[src/rtl/instr_fetch.sv]
// Instruction fetch stage: PC register, two-state fetch FSM (FETCH/HOLD),
// IF/ID pipeline register and branch/jump redirect.
// Optional feature macro: FETCH_ALIGN_CHECK_EN
//   defined   -> misaligned redirect targets raise a one-cycle misalign_err pulse
//   undefined -> misalign_err is tied low
// In both builds the redirect target has bits [1:0] cleared before loading the PC.

package instr_fetch_pkg;
    typedef enum logic [5:0] {
        OP_RTYPE = 6'h00,
        OP_J     = 6'h02,
        OP_JAL   = 6'h03,
        OP_BEQ   = 6'h04,
        OP_BNE   = 6'h05,
        OP_ADDI  = 6'h08,
        OP_LW    = 6'h23,
        OP_SW    = 6'h2B
    } opcode_type;
endpackage

module instr_fetch
    import instr_fetch_pkg::*;
#(
    parameter logic [31:0] RESET_PC = 32'h0000_0000
) (
    input  logic        clk,
    input  logic        rst,
    output logic        imem_req,
    output logic [31:0] imem_addr,
    input  logic        imem_ready,
    input  logic [31:0] imem_rdata,
    input  logic        stall,
    input  logic        branchBeq,
    input  logic        branchBne,
    input  logic        jump,
    input  logic        zero,
    input  logic [15:0] br_imm,
    input  logic [25:0] j_index,
    input  logic [31:0] dec_pc_plus4,
    output logic        if_id_valid,
    output logic [31:0] if_id_instr,
    output logic [31:0] if_id_pc_plus4,
    output opcode_type  op,
    output logic        misalign_err
);

    typedef enum logic {
        S_FETCH = 1'b0,
        S_HOLD  = 1'b1
    } state_t;

    state_t      state_q;
    logic [31:0] pc_q;
    logic [31:0] hold_instr_q;
    logic [31:0] hold_pc4_q;
    logic        ifid_valid_q;
    logic [31:0] ifid_instr_q;
    logic [31:0] ifid_pc4_q;

    logic        redirect;
    logic [31:0] br_target;
    logic [31:0] j_target;
    logic [31:0] target;
    logic [31:0] pc_plus4;

    // Redirect decision and target selection; jump wins over branch.
    always_comb begin
        redirect  = jump | (branchBeq & zero) | (branchBne & ~zero);
        br_target = dec_pc_plus4 + {{14{br_imm[15]}}, br_imm, 2'b00};
        j_target  = {dec_pc_plus4[31:28], j_index, 2'b00};
        target    = jump ? j_target : br_target;
        pc_plus4  = pc_q + 32'd4;
    end

    // Fetch FSM: PC, hold buffer and IF/ID register. Redirect overrides
    // stall and imem_ready and drops any buffered or same-cycle word.
    always_ff @(posedge clk) begin
        if (rst) begin
            state_q      <= S_FETCH;
            pc_q         <= RESET_PC;
            hold_instr_q <= '0;
            hold_pc4_q   <= '0;
            ifid_valid_q <= 1'b0;
            ifid_instr_q <= '0;
            ifid_pc4_q   <= '0;
        end else if (redirect) begin
            state_q      <= S_FETCH;
            pc_q         <= target & 32'hFFFF_FFFC;
            hold_instr_q <= '0;
            hold_pc4_q   <= '0;
            ifid_valid_q <= 1'b0;
        end else begin
            case (state_q)
                S_FETCH: begin
                    if (imem_ready) begin
                        pc_q <= pc_plus4;
                        if (stall) begin
                            hold_instr_q <= imem_rdata;
                            hold_pc4_q   <= pc_plus4;
                            state_q      <= S_HOLD;
                        end else begin
                            ifid_valid_q <= 1'b1;
                            ifid_instr_q <= imem_rdata;
                            ifid_pc4_q   <= pc_plus4;
                        end
                    end else if (!stall) begin
                        ifid_valid_q <= 1'b0;
                    end
                end
                S_HOLD: begin
                    if (!stall) begin
                        ifid_valid_q <= 1'b1;
                        ifid_instr_q <= hold_instr_q;
                        ifid_pc4_q   <= hold_pc4_q;
                        state_q      <= S_FETCH;
                    end
                end
                default: state_q <= S_FETCH;
            endcase
        end
    end

`ifdef FETCH_ALIGN_CHECK_EN
    logic misalign_q;

    // One-cycle pulse following a redirect whose target is not word-aligned.
    always_ff @(posedge clk) begin
        if (rst) begin
            misalign_q <= 1'b0;
        end else begin
            misalign_q <= redirect & (target[1:0] != 2'b00);
        end
    end

    assign misalign_err = misalign_q;
`else
    assign misalign_err = 1'b0;
`endif

    // Request only while in FETCH; reset forces the request low immediately.
    assign imem_req       = (state_q == S_FETCH) & ~rst;
    assign imem_addr      = pc_q;
    assign if_id_valid    = ifid_valid_q;
    assign if_id_instr    = ifid_instr_q;
    assign if_id_pc_plus4 = ifid_pc4_q;
    assign op             = opcode_type'(ifid_instr_q[31:26]);

endmodule

[config.mk]
export PLATFORM = sky130hd
export DESIGN_NAME = instr_fetch
export DESIGN_NICKNAME = d
export VERILOG_FILES = /design/src/rtl/instr_fetch.sv
export SDC_FILE = /design/constraint.sdc
export NUM_CORES = 1
export LEC_CHECK = 0
export CORE_MARGIN = 2
export CORE_UTILIZATION = 54
export CTS_CLUSTER_SIZE = 14
export DETAILED_ROUTE_END_ITERATION = 12
export PLACE_DENSITY = 0.87
export SYNTH_ARGS = -nofsm -noshare
export SYNTH_HDL_FRONTEND = slang
export SYNTH_SLANG_ARGS = --single-unit
[constraint.sdc]
create_clock -name clk -period 4.5 [get_ports clk]
set_clock_uncertainty 0.05 [all_clocks]
set_input_delay 0.675 -clock clk [delete_from_list [all_inputs] [get_ports clk]]
set_output_delay 0.675 -clock clk [all_outputs]
set_load 0.02 [all_outputs]
==> results of run 1 <==
[Yosys cell counts (2+ instances only)]
cell      instances
buf_1             4
a21o_1           12
a21oi_1         119
nand3_2           2
nor4_1            5
o21bai_1          4
buf_4            11
nor2b_1           5
nand2_1         177
nand2b_1          3
a22oi_1           6
or3_1             7
buf_6             3
o211a_1           2
nor2_4            2
a211o_1          11
o21ai_0          31
or4_1             2
o221ai_1          2
nand3_1          25
nor3b_1           2
clkbuf_2          2
a311o_1           3
o22ai_1           3
and2_1            2
and3_1           13
nand4_1           8
dfxtp_1         156
a211oi_1         73
xnor2_1          35
or2_2             3
o21a_1            7
a221oi_1          3
mux2i_1          34
a31oi_1           4
a21boi_0          2
ha_1             30
o211ai_1         19
nor2_1          129
nor3_1           16
clkbuf_1         71
inv_1            16
xor2_1           39
[layer usage]
layer / global-route usage (%) / vias to the layer above / wire length (µm)
met1: 38.63 / 4015 / 11200
li1: - / 4274 / -
met3: 4.938 / 46 / 1703
met5: 0 / - / 0
met4: 10.63 / 0 / 756
met2: 45.90 / 371 / 11630
[path summary, 6_finish.rpt]
path	from	endpoint	slack (ns)	depth (start not counted)
max reg2reg	imem_addr[7]	imem_addr[25]	1.54	8
max	br_imm[15]	imem_addr[29]	0.96	9
min reg2reg	if_id_pc_plus4[7]	if_id_pc_plus4[7]	0.40	2
min	if_id_pc_plus4[7]	if_id_pc_plus4[7]	0.40	2
[power groups by stage]
stage                     sequential [W]  combinational [W]  clock, W
after floorplan                  0.00155           0.000424         0
after global placement           0.00152           0.000750         0
after detailed placement         0.00152           0.000759         0
after CTS                        0.00149           0.000767   0.00139
after global routing             0.00150           0.000842   0.00145
final                            0.00149           0.000777   0.00139
[cells by family (layout without fill, tap and decap cells)]
| family | count (synthesis) | after routing | synth area share (%) |
|---|---|---|---|
| flip-flops | 156 | 156 | 35.52 |
| AND/OR/NAND/NOR | 407 | 407 | 20.09 |
| buffers and inverters | 109 | 273 | 5.422 |
| other | 1 | 5 | 0.04265 |
| multiplexers | 35 | 35 | 3.999 |
| AO/OA/AOI/OAI | 314 | 314 | 23.05 |
| adder cells (fa/ha/maj) | 31 | 31 | 4.497 |
| XOR/XNOR | 74 | 74 | 7.372 |
[area by class of cell]
class                   count  area, µm²  share of cell area [%]
clock inverters            14      135.1                   1.181
multi-input cells         866       5219                   45.60
repair buffers            224       2202                   19.24
inverters                  17      63.81                  0.5576
clock buffers              18      429.2                   3.750
well taps                 216      270.3                   2.362
flip-flops and latches    156       3124                   27.30
[registers in the layout, indices dropped and copies added, names as in the netlist]
signal          cells
hold_instr_q       32
if_id_instr        32
hold_pc4_q         30
if_id_pc_plus4     30
imem_addr          30
if_id_valid         1
state_q             1
[metrics by stage]
step	setup WS [ns]	area (µm²)
after global placement	0.7102	10880
after CTS	1.042	11440
final	0.9620	11440
after floorplan	1.334	8807
after detailed placement	0.5947	10880
after global routing	0.6997	11440
[worst min-delay path, delay by kind of cell (launching register included)]
kind            cells  cell delay, ns
simple gates        1            0.05
flops               1            0.31
compound gates      1            0.05
==> impl_metrics.toml, run 1 <==
[status]
outcome = "completed"

[timing]
hold_viol_final = 0
setup_viol = 0
period_needed_ns = 3.538
fmax_mhz = 282.6
grt_setup_unrepaired = "false"
slew_violations = 0
slew_headroom_pct = 32.24
fin_setup_tns_ns = 0
fin_crit_sh_pct = 78.62
worstMarginPinSlew_ns = 1.016
timing.hold.ws_ns = 0.3988

[synthesis]
synth.yosys.seq_area_share_pct = 35.52
ys_ff_latch = 156
synth.avg_cell_area_um2 = 7.801
yosysTopAreaCell = "dfxtp_1"
ys_top_cells_by_area = "dfxtp_1 36%, nand2_1 7.6%, a21oi_1 6.8%, a211oi_1 6.2%, nor2_1 5.5%"
synth_ff_type = "dfxtp_1"
synth_edf_count = 0
syn_area_um2 = 8792
netlist.area_leader.share_pct = 35.52
synth_cell_types = 67
ys_warn_count = 0
syn_inst = 1127
ys_async_sr_fraction_pct = 0

[cells_and_area]
final_common_cell = "clkdlybuf4s50_1"
fin_util_pct = 72.04
fillers = 1227
antenna_cells = 0
final_cells = 1511
final_nets = 1427
final_cell_mix = "209 x clkdlybuf4s50_1, 177 x nand2_1, 155 x dfxtp_1"
drive_gt1_share_pct = 4.942
area_growth_pct = 30.16

[placed_design]
portBuffers = 211
place_inst = 1479
globalplace.congestion = 0.9136
dpl.hpwl_mm = 17.92

[power_and_ir_drop]
p_leak_nw = 4.120
total_power_w = 0.003654
p_seq_share_pct = 40.8
p_int_w = 0.002555
powerDensity_nw_per_um2 = 319.3
irDropWorstVdd_uv = 320.4
clkPwrFrac_pct = 37.9
combPwrFrac_pct = 21.3
p_sw_w = 0.001099
swShare_pct = 30.07

[worst_setup_path]
cp_slowest_stage_delay_ns = 0.90
slowest_stage = "clkdlybuf4s50_1"
cp-end-kind = "flop"
cp_max_fo = 16
arrival_ns = 3.77
critPathKind = "in -> reg"
crit_path_start_kind = "input port"
worstPathRequired_ns = 4.74
crit_buf_inv = 1
critical-path-top-delay-family = "compound AO/OA/AOI/OAI gates"
path_cells = "clkdlybuf4s50_1 > ha_1 > a21oi_1 > o21ai_0 > a21o_1 > o21ai_0 > a31oi_1 > o31ai_1 > a21oi_1"

[cts]
clkSinkCount = 156
postCtsSetupRepairBufs = 0
htreeDepth = 4
clkTransAtPathRegs_ns = 0.06
worstSkewPairLatency_ns = 0.43
clockRootBuffer = "clkbuf_16"
cts_made_buffers = 17
cts_hold_buf = 0
cts_tree = "yes"
cts_buffer_depth = 2
cts_resized = 0

[worst_hold_path]
hold_path_class = "reg -> reg"

[drt]
drc = 0
wirelength_mm = 25.29
wl_per_cell_um = 16.74
vias_per_cell = 5.762
ant_nets = 0
drt_iter0_markers = 742
via_count = 8706
drt_pass1_iterations = 6

[floorplan]
pin_count = 219
die_y_um = 131.6
die_w_um = 131.6
core_area_um2 = 15890
initial_utilization_pct = 55.35
dieArea_um2 = 17320
rows = 46

[grt]
grt_max_degree = 59
grt_use_total_pct = 28.62
overflow = 0
antenna_found_initial = 0
grt_first_pass_wirelength_mm = 40.83
grt_pass1_vias = 8056

[run]
drv_cap = 0
Power figures use the tool's default switching activity.
==> run 2: changes to the inputs <==
--- a/config.mk
+++ b/config.mk
@@ -6,10 +6,10 @@
 export NUM_CORES = 1
 export LEC_CHECK = 0
 export CORE_MARGIN = 2
-export CORE_UTILIZATION = 54
+export CORE_UTILIZATION = 45
 export CTS_CLUSTER_SIZE = 14
 export DETAILED_ROUTE_END_ITERATION = 12
-export PLACE_DENSITY = 0.87
+export PLACE_DENSITY = 0.77
 export SYNTH_ARGS = -nofsm -noshare
 export SYNTH_HDL_FRONTEND = slang
 export SYNTH_SLANG_ARGS = --single-unit
==> constraint.sdc (replaced) <==
create_clock -name clk -period 2.8 [get_ports clk]
set_clock_uncertainty 0.05 [all_clocks]
set_input_delay 0.42 -clock clk [delete_from_list [all_inputs] [get_ports clk]]
set_output_delay 0.42 -clock clk [all_outputs]
set_load 0.02 [all_outputs]
==> run 2 against run 1 <==
Combinational power up 87%. Critical path depth up 1. Non-clock buffer count up 103. Largest power group unchanged. Power up 68%. Global-route usage down 3.7 points.
==> impl_metrics.toml, run 2 (synthesized netlist as in run 1, its figures left out) <==
[cells_and_area]
fillers = 1617
drive_gt1_share_pct = 12.73
seqCellArea_um2 = 3124
final_cell_mix = "205 x clkdlybuf4s50_1, 177 x nand2_1, 155 x dfxtp_1"
area_growth_pct = 41.30
multiInputGateArea_um2 = 5284
final_nets = 1530
antenna_cells = 0
final_common_cell = "clkdlybuf4s50_1"
final_cells = 1663

[cts]
cts_hold_buf = 0
cts_tree = "yes"
htreeDepth = 4
cts_made_buffers = 17
clockRootBuffer = "clkbuf_16"
worstSkewPairLatency_ns = 0.42
clkTransAtPathRegs_ns = 0.06
clkSinkCount = 156
cts_buffer_depth = 2

[timing]
setup_viol = 0
fin_crit_sh_pct = 96.47
slew_violations = 0
slew_headroom_pct = 50.69
worstMarginPinSlew_ns = 0.7397
fmax_mhz = 370.2
hold_viol_final = 0
period_needed_ns = 2.701
timing.hold.ws_ns = 0.3996

[floorplan]
dieArea_um2 = 20670
core_area_um2 = 19330
pin_count = 219
die_w_um = 143.8
rows = 51
die_y_um = 143.8
initial_utilization_pct = 45.47

[drt]
wl_per_cell_um = 15.61
via_count = 8865
dr_wl_met3_mm = 1.483
ant_nets = 0
wirelength_mm = 25.96
wl_met2_mm = 11.78
vias_per_cell = 5.331
top_layer = "met4"
drc = 0
drt_pass1_iterations = 5
wl_met1_mm = 11.73
drt_iter0_markers = 678

[worst_setup_path]
arrival_ns = 2.96
critPathKind = "in -> reg"
crit_path_start_kind = "input port"
worstPathRequired_ns = 3.06
r2r.worst_path.cells = 8
cp_max_fo = 2
cp-end-kind = "flop"

[grt]
overflow = 0
grt_pass1_vias = 8059
grt_use_total_pct = 24.88
grt_first_pass_wirelength_mm = 40.94
grt_max_degree = 67
antenna_found_initial = 0

[placed_design]
place_inst = 1630
portBuffers = 211
globalplace.congestion = 0.8887
dpl.hpwl_mm = 19.38

[run]
drv_cap = 0

[worst_hold_path]
hold_path_class = "reg -> reg"
holdPathStages = 2

[power_and_ir_drop]
irDropWorstVdd_uv = 295.0
p_leak_nw = 4.707
powerDensity_nw_per_um2 = 494.2

[status]
outcome = "completed"
-- run 2: cell count changes in the layout (fill, tap and decap cells not counted), sizes merged --
cell           delta
clkinv            -2
clkbuf            +5
clkinvlp          -1
buf             +103
inv               -2
dlymetal6s2s      +4
clkdlybuf4s50     -4
-- run 2: repair_timing --
action,in CTS,in global routing
endpoints found under the setup margin,2,9
gates resized for setup,1,15
hold endpoints to repair,0,0
pin swaps,2,14
buffers inserted,0,1
-- run 2: stage by stage --
step                      instance area (µm²)  power [W]  worst slack [ns]  util [%]  TNS [ns]
after floorplan                          8815   0.003174           0.01015         -         0
after global placement                  11750   0.003823           -0.4380     60.78    -4.335
after detailed placement                11750   0.003842           -0.5037     60.78    -5.178
after CTS                               12350   0.006130           0.01058     63.88         0
after global routing                    12420   0.006394          -0.04326     64.25  -0.04326
final                                   12420   0.006139           0.09877     64.25         0
-- run 2: where the power goes --
group	internal (W)	switching, W
Sequential	0.00230	0.0000794
Clock	0.00136	0.000947
Combinational	0.000710	0.000745
Total	0.00437	0.00177
-- run 2: final cells by class --
class	instances	area share [%]
clock buffers	23	4.008
clock inverters	9	0.7956
inverters	17	0.5136
multi-input cells	866	42.53
flip-flops and latches	156	25.15
well taps	265	2.669
repair buffers	327	24.33
-- run 2: per-layer routing --
metal  track usage (%)  up-vias
li1                  -     4482
met1             34.58     4037
met2             38.45      291
met3             3.832       55
met4             10.32        0
met5                 0        -
-- run 2: final timing paths --
| path | endpoint | startpoint | slack [ns] |
|---|---|---|---|
| worst max-delay path | imem_addr[22] | dec_pc_plus4[3] | 0.1 |
| worst min register to register | if_id_pc_plus4[7] | if_id_pc_plus4[7] | 0.40 |
| worst min-delay path | if_id_pc_plus4[7] | if_id_pc_plus4[7] | 0.40 |
| worst max register to register | if_id_pc_plus4[25] | imem_addr[3] | 0.25 |
-- run 2: worst max-delay path: stages --
cell	delay [ns]
clkdlybuf4s50_1	0.45
fa_2	0.36
a211oi_2	0.25
o21ai_1	0.13
a311o_1	0.36
o21a_1	0.22
nand2b_4	0.16
a31oi_4	0.16
nor3_1	0.06
o41a_1	0.39
==> patch (config.mk and constraints of run 2) <==
Add a define of `FETCH_ALIGN_CHECK_EN`.
--- a/src/rtl/instr_fetch.sv
+++ b/src/rtl/instr_fetch.sv
@@ -5,4 +5,6 @@
 //   undefined -> misalign_err is tied low
 // In both builds the redirect target has bits [1:0] cleared before loading the PC.
+
+`define FETCH_ALIGN_CHECK_EN
 
 package instr_fetch_pkg;
Formal check against the unedited RTL: not equivalent (a bounded check fails within 4 cycles, from zero or initial values and one cycle with rst high).
==> patch against run 2 <==
  * Design area is 1.2% higher
  * Routed wire length is 2.1% higher
  * Total power is 0.79% higher
  * Synthesized area is 0.46% lower
  * Sequential cell count is 1 higher
  * Worst setup slack better by 3.6 ps
  * Register-to-register slack better by 150 ps
  * Critical path type unchanged
  * Critical endpoint is now imem_addr[28]
  * Highest routed layer is now met5
==> patch: results (changes against run 2) <==
status=completed; maximum VDD drop=0.335 mV (+13%); crit path max fanout=3 (+1); share of layout cells above drive strength 1=0.148 (+0.0203); Metal-1 WL=11.5 mm (-2.0%); vias in the first global route=8488 (+5.3%); first-iteration detailed-routing DRC count=560 (-17%); Area contributors post-synth=dfxtp_1 36%, nand2_1 8.8%, a211oi_1 6.7%; Max Used Layer=met5; first-pass GRT wire length=41.7 mm (+1.8%); LEAKAGE=4.64 nW (-1.5%); Post-Syn Instances=1110 (-1.5%); met2 usage=0.413 (+0.0286); initial antenna violation count=2 (+2); postcts setup bufs=2 (+2); routed length on met2=12.1 mm (+2.5%); Area after DPL=0.0118 mm^2 (+0.12%); Post-synth top cells=206 x nand2_1, 157 x dfxtp_1, 111 x nor2_1; routed vias/inst=5.39 (+1.1%); Power Dens Cells=492 mW/mm^2 (-0.45%); First-pass DRT Iterations=5 (unchanged); CP max stage delay=420 ps (-30 ps); Final Routed Wirelength=26.5 mm (+2.1%); Unique masters post-synth=74 (+10%); Port Buf Inserts=214 (+1.4%); CP arrival=3000 ps (+40 ps); routing usage on met1=0.320 (-0.0262); Final GP Congestion=0.956 (+7.6%); Clk pwr share=0.371 (-0.005); GR Util met3=0.0643 (+0.0260); Min-Delay Path Class=input pin to flop; metal3 WL=2.14 mm (+44%); DP HPWL=19.3 mm (-0.57%); Wirelength per Cell=16.0 um (+2.2%); Place WS=-702 ps (-198 ps); slowest CP cell=fa_2; GRT Overall Usage=0.254 (+0.00554); Pint=4.25 mW (-2.8%); Slew HR=0.510 (+0.00271); H-tree depth=4 (unchanged); post-synthesis sequential area ratio=0.359 (+0.00391); largest net degree at the start of global routing=96 (+43%)
-- patch: cell families after synthesis --
kind of cell / Yosys count / share of synthesized area
buffers and inverters: 96 / 0.0545
muxes: 37 / 0.0440
DFF: 157 / 0.359
and+or+nand+nor: 412 / 0.203
other: 1 / 0.000428
adders and majority gates: 31 / 0.0452
xor gates and xnor gates: 75 / 0.0751
AOI/OAI and AO/OA: 301 / 0.219
-- patch: path summary, 6_finish.rpt --
kind | to | from | depth (start not counted) | slack [ps]
max | imem_addr[28] | br_imm[1] | 12 | 100
min | imem_addr[21] | rst | 3 | 370
max reg2reg | imem_addr[29] | imem_addr[21] | 9 | 400
min reg2reg | if_id_pc_plus4[7] | if_id_pc_plus4[7] | 2 | 400
-- patch: cell type report --
cell class,count,area (um^2)
fillers,1654,6690
multi-input cells,860,5380
flip-flops and latches,157,3150
repair buffers,334,3070
clock buffers,17,425
well taps,265,332
clock inverters,15,176
inverters,12,45.0
diodes,1,2.50
